$ cat src/rtl/uart_tx_fifo.sv
// uart_tx_fifo: byte FIFO feeding a UART serialiser (8N1 by default).
// Define UART_TX_PARITY_EN to insert an even-parity bit between data and stop (8E1).
module uart_tx_fifo #(
    parameter int CLK_FREQ   = 100000000,
    parameter int BAUD       = 9600,
    parameter int FIFO_DEPTH = 8
) (
    input  logic                        clk,
    input  logic                        reset,
    input  logic [7:0]                  wr_data,
    input  logic                        wr_en,
    output logic                        full,
    output logic                        empty,
    output logic [$clog2(FIFO_DEPTH):0] count,
    output logic                        overflow,
    output logic                        busy,
    output logic                        tx
);

    localparam int DIV_RAW = CLK_FREQ / BAUD;
    localparam int DIV     = (DIV_RAW < 2) ? 2 : DIV_RAW;
    localparam int CNT_W   = $clog2(DIV);
    localparam int AW      = $clog2(FIFO_DEPTH);

    localparam logic [CNT_W-1:0] DIV_LAST = CNT_W'(DIV - 1);
    localparam logic [AW:0]      DEPTH_C  = (AW + 1)'(FIFO_DEPTH);

`ifdef UART_TX_PARITY_EN
    typedef enum logic [2:0] {ST_IDLE, ST_START, ST_DATA, ST_PARITY, ST_STOP} state_e;
`else
    typedef enum logic [1:0] {ST_IDLE, ST_START, ST_DATA, ST_STOP} state_e;
`endif

    state_e           state_q, state_d;
    logic [CNT_W-1:0] baud_q, baud_d;
    logic [2:0]       bit_q, bit_d;
    logic [7:0]       shift_q, shift_d;
    logic             busy_q, busy_d;
    logic             tx_q, tx_d;
    logic             overflow_q;

    logic [7:0]       mem [FIFO_DEPTH];
    logic [AW-1:0]    wr_ptr_q, rd_ptr_q;
    logic [AW:0]      count_q, count_d;

    logic             full_w, empty_w, wr_accept, pop, baud_wrap;

    assign full_w    = (count_q == DEPTH_C);
    assign empty_w   = (count_q == '0);
    assign wr_accept = wr_en && !full_w;
    assign baud_wrap = (baud_q == DIV_LAST);

    // ------------------------------------------------------------------ FIFO
    // NOTE: the data array carries no reset; pointers and count define validity.
    always_ff @(posedge clk) begin
        if (wr_accept) begin
            mem[wr_ptr_q] <= wr_data;
        end
    end

    always_comb begin
        // NOTE: assign every combinational output a default first so no latch is inferred.
        count_d = count_q;
        case ({wr_accept, pop})
            2'b10:   count_d = count_q + 1'b1;
            2'b01:   count_d = count_q - 1'b1;
            default: count_d = count_q;
        endcase
    end

    always_ff @(posedge clk or negedge reset) begin
        if (!reset) begin
            // NOTE: sequential state uses non-blocking assignments so every register samples pre-edge values.
            wr_ptr_q   <= '0;
            rd_ptr_q   <= '0;
            count_q    <= '0;
            overflow_q <= 1'b0;
        end else begin
            if (wr_accept) wr_ptr_q <= wr_ptr_q + 1'b1;
            if (pop)       rd_ptr_q <= rd_ptr_q + 1'b1;
            count_q    <= count_d;
            overflow_q <= wr_en && full_w;
        end
    end

    // ------------------------------------------------------- FSM: state register
    always_ff @(posedge clk or negedge reset) begin
        if (!reset) begin
            state_q <= ST_IDLE;
            baud_q  <= '0;
            bit_q   <= '0;
            shift_q <= '0;
            busy_q  <= 1'b0;
            tx_q    <= 1'b1;
        end else begin
            state_q <= state_d;
            baud_q  <= baud_d;
            bit_q   <= bit_d;
            shift_q <= shift_d;
            busy_q  <= busy_d;
            tx_q    <= tx_d;
        end
    end

    // ------------------------------------------------------- FSM: next state
    always_comb begin
        state_d = state_q;
        baud_d  = baud_q;
        bit_d   = bit_q;
        shift_d = shift_q;
        busy_d  = busy_q;
        pop     = 1'b0;

        if (state_q != ST_IDLE) begin
            baud_d = baud_wrap ? '0 : baud_q + 1'b1;
        end

        case (state_q)
            ST_IDLE: begin
                if (!empty_w) begin
                    pop     = 1'b1;
                    shift_d = mem[rd_ptr_q];
                    state_d = ST_START;
                    baud_d  = '0;
                    busy_d  = 1'b1;
                end
            end
            ST_START: begin
                if (baud_wrap) begin
                    state_d = ST_DATA;
                    bit_d   = '0;
                end
            end
            ST_DATA: begin
                if (baud_wrap) begin
                    if (bit_q == 3'd7) begin
`ifdef UART_TX_PARITY_EN
                        state_d = ST_PARITY;
`else
                        state_d = ST_STOP;
`endif
                    end else begin
                        bit_d = bit_q + 3'd1;
                    end
                end
            end
`ifdef UART_TX_PARITY_EN
            ST_PARITY: begin
                if (baud_wrap) state_d = ST_STOP;
            end
`endif
            ST_STOP: begin
                // Chain straight into the next frame when data is waiting.
                if (baud_wrap) begin
                    if (!empty_w) begin
                        pop     = 1'b1;
                        shift_d = mem[rd_ptr_q];
                        state_d = ST_START;
                    end else begin
                        state_d = ST_IDLE;
                        busy_d  = 1'b0;
                    end
                end
            end
            default: state_d = ST_IDLE;
        endcase
    end

    // ------------------------------------------------------- FSM: output
    always_comb begin
        tx_d = 1'b1;
        case (state_q)
            ST_START:  tx_d = 1'b0;
            ST_DATA:   tx_d = shift_q[bit_q];
`ifdef UART_TX_PARITY_EN
            ST_PARITY: tx_d = ^shift_q;
`endif
            default:   tx_d = 1'b1;
        endcase
    end

    assign full     = full_w;
    assign empty    = empty_w;
    assign count    = count_q;
    assign overflow = overflow_q;
    assign busy     = busy_q;
    assign tx       = tx_q;

endmodule
$ cat config.mk
export PLATFORM = sky130hd
export DESIGN_NAME = uart_tx_fifo
export DESIGN_NICKNAME = d
export VERILOG_FILES = /design/src/rtl/uart_tx_fifo.sv
export SDC_FILE = /design/constraint.sdc
export NUM_CORES = 1
export LEC_CHECK = 0
export CORE_UTILIZATION = 40
export CTS_BUF_LIST = sky130_fd_sc_hd__clkbuf_4 sky130_fd_sc_hd__clkbuf_8
export DETAILED_ROUTE_END_ITERATION = 12
export GPL_ROUTABILITY_DRIVEN = 0
export GPL_TIMING_DRIVEN = 1
export PLACE_DENSITY = 0.52
export SKIP_LAST_GASP = 1
export SYNTH_ARGS = -nofsm -noshare
export SYNTH_HDL_FRONTEND = slang
export SYNTH_SLANG_ARGS = --single-unit
$ cat constraint.sdc
create_clock -name clk -period 6 [get_ports clk]
set_input_delay 1.2 -clock clk [delete_from_list [all_inputs] [get_ports clk]]
set_output_delay 1.2 -clock clk [all_outputs]
set_load 0.01 [all_outputs]
# == Word level (Yosys, flattened, before mapping) ==
# Memories as Yosys holds them, arrays and structs flattened.
# Index checks and enable logic that the tools add are counted.
# classes
n_addsub,6
magnitude_cmp,1
eq_ne,15
mux,31
n_reduce_logical,13
# ops
op,n
two-way mux 14 bit,4
two-way mux 8 bit,2
one-hot mux 8 bit (2 select lines),1
"adder 14 x 1 -> 14 bit, second input constant",1
"equality test 14 bit, second input constant",1
"inequality test 2 bit, second input constant",7
two-way mux 2 bit,5
"adder 3 x 1 -> 3 bit, second input constant",3
two-way mux 1 bit,9
two-way mux 3 bit,3
one-hot mux 2 bit (4 select lines),1
one-hot mux 4 bit (2 select lines),1
AND reduction 4 bit,2
nonzero test 2 bit,4
"equality test 2 bit, second input constant",3
one-hot mux 1 bit (2 select lines),3
one-hot mux 3 bit (2 select lines),1
AND reduction 5 bit,1
"adder 4 x 1 -> 4 bit, second input constant",1
"equality test 2 x 1 -> 1 bit, second input constant",2
"equality test 4 bit, second input constant",1
logical NOT 4 bit,1
"< comparator 3 x 4 -> 1 bit, second input constant",1
"subtractor 4 x 1 -> 4 bit, second input constant",1
other kinds (6),7
# totals
ff_bits,40
mem_bits_rw,64
in_bits,11
output_inout_bits,9
elab_cells,77
memories,1
# mem_list
memory,depth,width,rd,rd_clocked_by_memory_dff,write_ports,line,rtl
mem,8,8,1,0,1,42,logic [7:0] mem [FIFO_DEPTH];

# == Longest topological paths before layout ==
# Gate-level depths: netlist of run 1.
# logic_depth
ltp_word,6
depth_mapped,13

# == Worst setup path after synthesis of run 1 ==
# OpenSTA, ideal clock, no wires.
# synth_timing
kind,input-to-reg
from,in wr_en
to,reg count_q[3] (netlist: count[3])
setup_ns,0.080
arrival_ns,2.720
path_slack_ns,3.200
path_stages,8
n_path_buf,0
path_cell_list,nor2b_1 inv_1 ha_1 ha_1 a21o_1 a21oi_1 mux2i_1 xnor2_1
# synth_via
elab_chain_cells,3
word_cells_on_any_way,5
classes_between,2 x eq/ne; 1 x mux; 2 x reduce/logical
# synth_rtl
element,line,rtl
"start, declared",11,"input logic wr_en,"
logical AND 1 bit *,50,assign wr_accept = wr_en && !full_w;
equality test 2 x 1 -> 1 bit or equality test 2 bit (tied branches),64,"case ({wr_accept, pop})"
one-hot mux 4 bit (2 select lines) or nonzero test 2 bit (tied branches),-,
"end signal, assigned",81,count_q <= count_d;
"end, declared",44,"logic [AW:0] count_q, count_d;"
# Mark *: on every way between the ends. The rest lies on a longest branch, timed or not.
# A chain may end at the register's enable or synchronous reset.

# == Worst setup path after layout of run 1 ==
# layout_timing
from,reg baud_q[0]
to,reg count_q[3] (netlist: count[3])
# layout_via
elab_chain_cells,5
word_cells_on_any_way,7
classes_between,3 x eq/ne; 3 x mux; 1 x reduce/logical
# layout_rtl
element,line,rtl
"start, declared",35,"logic [CNT_W-1:0] baud_q, baud_d;"
"start signal, assigned",97,baud_q <= baud_d;
equality test 14 bit *,51,assign baud_wrap = (baud_q == DIV_LAST);
two-way mux 1 bit *,154,if (baud_wrap) begin
one-hot mux 1 bit (2 select lines) *,118,case (state_q)
named net pop,46,"logic full_w, empty_w, wr_accept, pop, baud_wrap;"
equality test 2 x 1 -> 1 bit or equality test 2 bit (tied branches),64,
one-hot mux 4 bit (2 select lines) or nonzero test 2 bit (tied branches),-,
# The timed path passes the listed nets; every way through them passes the cells marked *.

==> results.yml, run 1 <==
synthesis:
  syn-cell-area_um2: 4850
  yosysTopAreaCellShare_pct: 39.7
  ys_seq_elements: 104
  synth_area_leaders: "edfxtp_1 40%, dfrtp_1 20%, mux4_2 8.4%"
  synth_area_per_cell_um2: 13.8
  synthFlopType: "edfxtp_1"
  yosys.area.top_type: "edfxtp_1"
  async_reset_ff_share_pct: 38.5
  synth_edf_count: 64
  synth.distinct_cells: 61
  synth_warnings: 0
  synth_cells: 350
  synth_nets: 374
  yosysSeqAreaShare_pct: 60.3
detailed_routing:
  dr.pass1.iters: 8
  wl_met1_mm: 4.31
  viasPerCell: 5.43
  totalWireLength_mm: 9.11
  wl_per_cell_um: 17.7
  drt_iter0_drc: 216
  vias: 2790
  top_layer: "met4"
  wl_met3_um: 269
  ant_nets: 0
  route.detailed.drc: 2
  wl_met2_mm: 4.43
critical_path:
  arrival_ns: 3.65
  startpoint: "baud_q[0]$_DFF_PN0_"
  reg2reg_from: "baud_q[0]$_DFF_PN0_"
  path_class: "reg -> reg"
  start_kind: "flop"
  critPathMaxFanout: 16
  r2r-end: "count[3]$_DFFE_PN0P_"
  cp-end-kind: "flop"
  required_ns: 6.31
  rr_worst_depth: 11
  ff2ff_setup_slack_ns: 2.66
worst_hold_path:
  holdPathEnd: "shift_q[5]$_DFFE_PN0P_"
  min_from: "shift_q[5]$_DFFE_PN0P_"
  min_path_cells: 1
  hold_class: "reg -> reg"
clock_network:
  clk_latency_ns: 0.39
  root_buffer: "clkbuf_8"
  cts-resized-gates: 0
  postCtsSetupRepairBufs: 0
  cts_sinks: 104
  ctsHtreeMaxLevel: 3
  clk_path_buf_depth: 2
  ctsHoldBuffers: 0
  cts_buffers: 9
  tritoncts: "done"
  cts.clk_slew.worst_paths_ns: 0.11
floorplan:
  initial_core_util_pct: 41.7
  rows: 39
  die_h_um: 112
  pin_count: 20
  dieArea_um2: 12600
  core_area_um2: 11600
  die_w_um: 112
power:
  vdd_drop_max_uv: 176
  report.power.total_mw: 2.35
  power_density_nw_per_um2: 442
  leakagePower_nw: 2.01
place:
  placement.io_buffers: 19
  place_hpwl_mm: 6.08
  dpl_cell_area_um2: 5130
  placed_cells: 498
timing:
  rsz0062_at_grt: "no"
  maxSlewHeadroom_pct: 18.0
  setup_viol: 0
  slew_viol_final: 0
  period_minus_slack_ns: 3.34
  tns_ns: 0
  fin_hold_ws_ns: 0.521
  tightest_slew_ns: 1.22
  hold_viol: 0
  fin_skew_ns: 0.0153
  max_freq_ghz: 0.300
  min_period_over_period_pct: 55.6
global_route:
  grtUsageTotal_pct: 15.9
  grt.overflow.total: 0
  grt_pass1_wl_mm: 14.9
  grt_pass1_vias: 2777
  grt_max_degree: 41
  antenna_found_initial: 0
outcome:
  violations: "design-rule violations"
  outcome: "finished, violations left"
layout:
  finalNonFillerCells: 514
  area_delta_synth_final_pct: 9.84
  drive_gt1_share_pct: 15.9
  fin_nets: 390
  mostFrequentLayoutCells: "64 x edfxtp_1, 45 x nand2_1, 39 x dfrtp_1"
  design_area_um2: 5320
  nFillCells: 1054
  diodes: 0
  final_common_cell: "edfxtp_1"
job:
  cap_viol_max_count: 0
worst max-delay path by stage:
stage / to / cells past startpoint
final: count[3]$_DFFE_PN0P_ / 11
after global placement: mem[1][2]$_DFFE_PP_ / 4
after CTS: count[3]$_DFFE_PN0P_ / 11
after global routing: count[3]$_DFFE_PN0P_ / 11
after floorplan: count[3]$_DFFE_PN0P_ / 8
after detailed placement: mem[1][0]$_DFFE_PP_ / 4
worst max-delay path: stages (launching register included):
cell and delay, ns:
dfrtp_1 0.42, ha_1 0.25, and4_4 0.27, and4_1 0.62, a21oi_1 0.22, nor2_1 0.23, ha_1 0.26, ha_1 0.26
a21o_1 0.18, a21oi_1 0.18, mux2i_1 0.23, xnor2_1 0.13
synth_stat cells, types with 5 or more instances:
cell type / number
edfxtp_1: 64
nand2_1: 45
dfrtp_1: 39
nor2_1: 19
mux4_2: 18
inv_1: 13
ha_1: 12
o21ai_0: 10
mux2_4: 8
nand3_1: 8
clkbuf_1: 7
nor3_1: 7
a21oi_1: 6
nand2b_1: 6
buf_2: 5
metrics by stage:
step                      setup WS (ns)  util [%]
after detailed placement           2.45      44.2
final                              2.66      45.8
after CTS                          2.67      45.8
after global routing               2.44      45.8
after floorplan                    3.20         -
after global placement             2.53      44.2
power by group:
group          switching [mW]  internal [mW]
registers               0.120          0.920
clock network           0.261          0.165
logic                   0.448          0.438
flip-flops by register name (all words and copies together) (netlist names):
signal,flops
baud_q,14
bit_q,3
busy,1
count,4
mem,64
overflow,1
rd_ptr_q,3
shift_q,8
state_q,2
tx,1
wr_ptr_q,3
layer usage:
metal	GRT usage, %	vias up
met4	4.53	0
li1	-	1345
met2	25.7	33
met5	0	-
met3	5.02	7
met1	20.7	1405
kinds of logic (layout without fill, tap and decap cells):
kind of cell,Yosys count,count (layout),synth area share [%]
buffers and inverters,30,51,3.07
xor gates and xnor gates,4,4,0.723
and+or+nand+nor,118,118,12.7
AOI/OAI and AO/OA,50,50,7.75
adders and majority gates,13,13,3.51
DFF,104,104,60.3
muxes,31,31,11.9
layout make-up:
type                    count  area (um2)  share of cell area (%)
flip-flops and latches    104        2920                    54.9
multi-input cells         216        1780                    33.4
clock buffers              10         131                    2.47
well taps                 143         179                    3.36
repair buffers             21         200                    3.76
inverters                  14        52.6                   0.987
clock inverters             6        56.3                    1.06
No activity file was read; power rests on OpenSTA's default activity.
==> run 2: changes to the inputs <==
--- a/config.mk
+++ b/config.mk
@@ -10,7 +10,7 @@
 export DETAILED_ROUTE_END_ITERATION = 12
 export GPL_ROUTABILITY_DRIVEN = 0
 export GPL_TIMING_DRIVEN = 1
-export PLACE_DENSITY = 0.52
+export PLACE_DENSITY = 0.55
 export SKIP_LAST_GASP = 1
 export SYNTH_ARGS = -nofsm -noshare
 export SYNTH_HDL_FRONTEND = slang
==> constraint.sdc (replaced) <==
create_clock -name clk -period 3 [get_ports clk]
set_input_delay 0.6 -clock clk [delete_from_list [all_inputs] [get_ports clk]]
set_output_delay 0.6 -clock clk [all_outputs]
set_load 0.01 [all_outputs]
==> results.yml, run 2 (same netlist as run 1, synthesis figures left out) <==
timing:
  max_freq_ghz: 0.362
  slew_viol_final: 0
  tightest_slew_ns: 0.914
  rsz0062_at_grt: "no"
  maxSlewHeadroom_pct: 39.0
  fin_hold_ws_ns: 0.332
  min_period_over_period_pct: 92.1
  worst_slack_ns: 0.236
  fin_skew_ns: 0.0122
  setup_viol: 0
  period_minus_slack_ns: 2.76
  hold_viol: 0
  tns_ns: 0
power:
  p_int_mw: 3.08
  netSwitchingPower_mw: 1.70
  sw_frac_of_total_pct: 35.5
  pwr-share-seq_pct: 43.3
  p_comb_share_pct: 38.0
  leakagePower_nw: 2.07
  report.power.total_mw: 4.78
  power_density_nw_per_um2: 880
  power.share.clock_pct: 18.7
  vdd_drop_max_uv: 433
global_route:
  use_met1_pct: 20.7
  busiest_layer: "met2"
  grt_use_met3_pct: 4.48
  global_route.usage.met2_pct: 26.6
  grt.overflow.total: 0
  grt_pass1_vias: 2900
  grt_pass1_wl_mm: 15.2
  grtUsageTotal_pct: 16.2
  antenna_found_initial: 0
  grt_max_degree: 41
place:
  pre_cts_slack_ns: 0.258
  placement.io_buffers: 19
  place_hpwl_mm: 5.98
  dpl_cell_area_um2: 5220
  placed_cells: 509
floorplan:
  rows: 39
  initial_core_util_pct: 41.7
  dieArea_um2: 12600
  die_w_um: 112
  pin_count: 20
  die_h_um: 112
  core_area_um2: 11600
layout:
  design_area_um2: 5430
  top_register: "mem"
  fin_nets: 401
  final_common_cell: "edfxtp_1"
  finalNonFillerCells: 525
  utilization_pct: 46.7
  mostFrequentLayoutCells: "64 x edfxtp_1, 45 x nand2_1, 39 x dfrtp_1"
  largest_register_ffs: 64
  diodes: 0
  top_regs: "mem (64), baud_q (14), shift_q (8)"
  area_delta_synth_final_pct: 12.0
  drive_gt1_share_pct: 18.3
critical_path:
  rr_worst_depth: 11
  required_ns: 3.31
  cp-end-kind: "flop"
  critPathMaxFanout: 5
  start_kind: "flop"
  path_class: "reg -> reg"
  arrival_ns: 3.07
detailed_routing:
  vias: 2875
  drt_iter0_drc: 131
  ant_nets: 0
  viasPerCell: 5.48
  route.detailed.drc: 1
  wl_per_cell_um: 17.5
  totalWireLength_mm: 9.17
  dr.pass1.iters: 8
clock_network:
  ctsHoldBuffers: 0
  root_buffer: "clkbuf_8"
  clk_latency_ns: 0.39
  cts.clk_slew.worst_paths_ns: 0.11
  cts-resized-gates: 0
  tritoncts: "done"
  postCtsSetupRepairBufs: 0
  cts_buffers: 9
  clk_path_buf_depth: 2
  cts_sinks: 104
  ctsHtreeMaxLevel: 3
job:
  cap_viol_max_count: 0
outcome:
  violations: "design-rule violations"
  outcome: "finished, violations left"
worst_hold_path:
  hold_class: "in -> async"
[run 2: area by class of cell]
type / instances / area, um2
fillers: 1033 / 6180
flip-flops and latches: 104 / 2920
multi-input cells: 216 / 1780
repair buffers: 32 / 283
well taps: 143 / 179
clock buffers: 9 / 124
clock inverters: 7 / 87.6
inverters: 14 / 52.6
[run 2: final timing paths]
| check | from | to | slack [ns] |
|---|---|---|---|
| worst max-delay path | baud_q[0]$_DFF_PN0_ | count[3]$_DFFE_PN0P_ | 0.24 |
| worst min-delay path | reset | bit_q[0]$_DFFE_PN0P_ | 0.33 |
| worst max register to register | baud_q[0]$_DFF_PN0_ | count[3]$_DFFE_PN0P_ | 0.24 |
| worst min register to register | shift_q[3]$_DFFE_PN0P_ | shift_q[3]$_DFFE_PN0P_ | 0.52 |
| max in group asynchronous | reset | count[3]$_DFFE_PN0P_ | 2.10 |
| min in group clk | shift_q[3]$_DFFE_PN0P_ | shift_q[3]$_DFFE_PN0P_ | 0.52 |
[run 2: critical path: stages (launching register included)]
cell	delay, ns
dfrtp_1	0.43
ha_1	0.26
and4_4	0.22
and4_1	0.20
a21oi_1	0.25
nor2_1	0.09
ha_1	0.23
ha_1	0.28
a21o_1	0.18
a21oi_1	0.17
mux2i_1	0.24
xnor2_1	0.14
[run 2: routing by layer]
layer | share of wire, % | vias to the layer above
li1 | - | 1371
met1 | 48 | 1457
met2 | 48 | 36
met3 | 2.7 | 11
met4 | 1.3 | 0
met5 | 0 | -
[run 2: power by group through the flow]
stage / registers, mW / clock network [mW] / logic, mW
CTS: 2.08 / 0.928 / 1.84
global placement: 2.09 / 0 / 1.81
detailed placement: 2.11 / 0 / 1.84
floorplan: 2.02 / 0 / 1.42
global route: 2.11 / 0.978 / 2.01
finish: 2.07 / 0.893 / 1.82
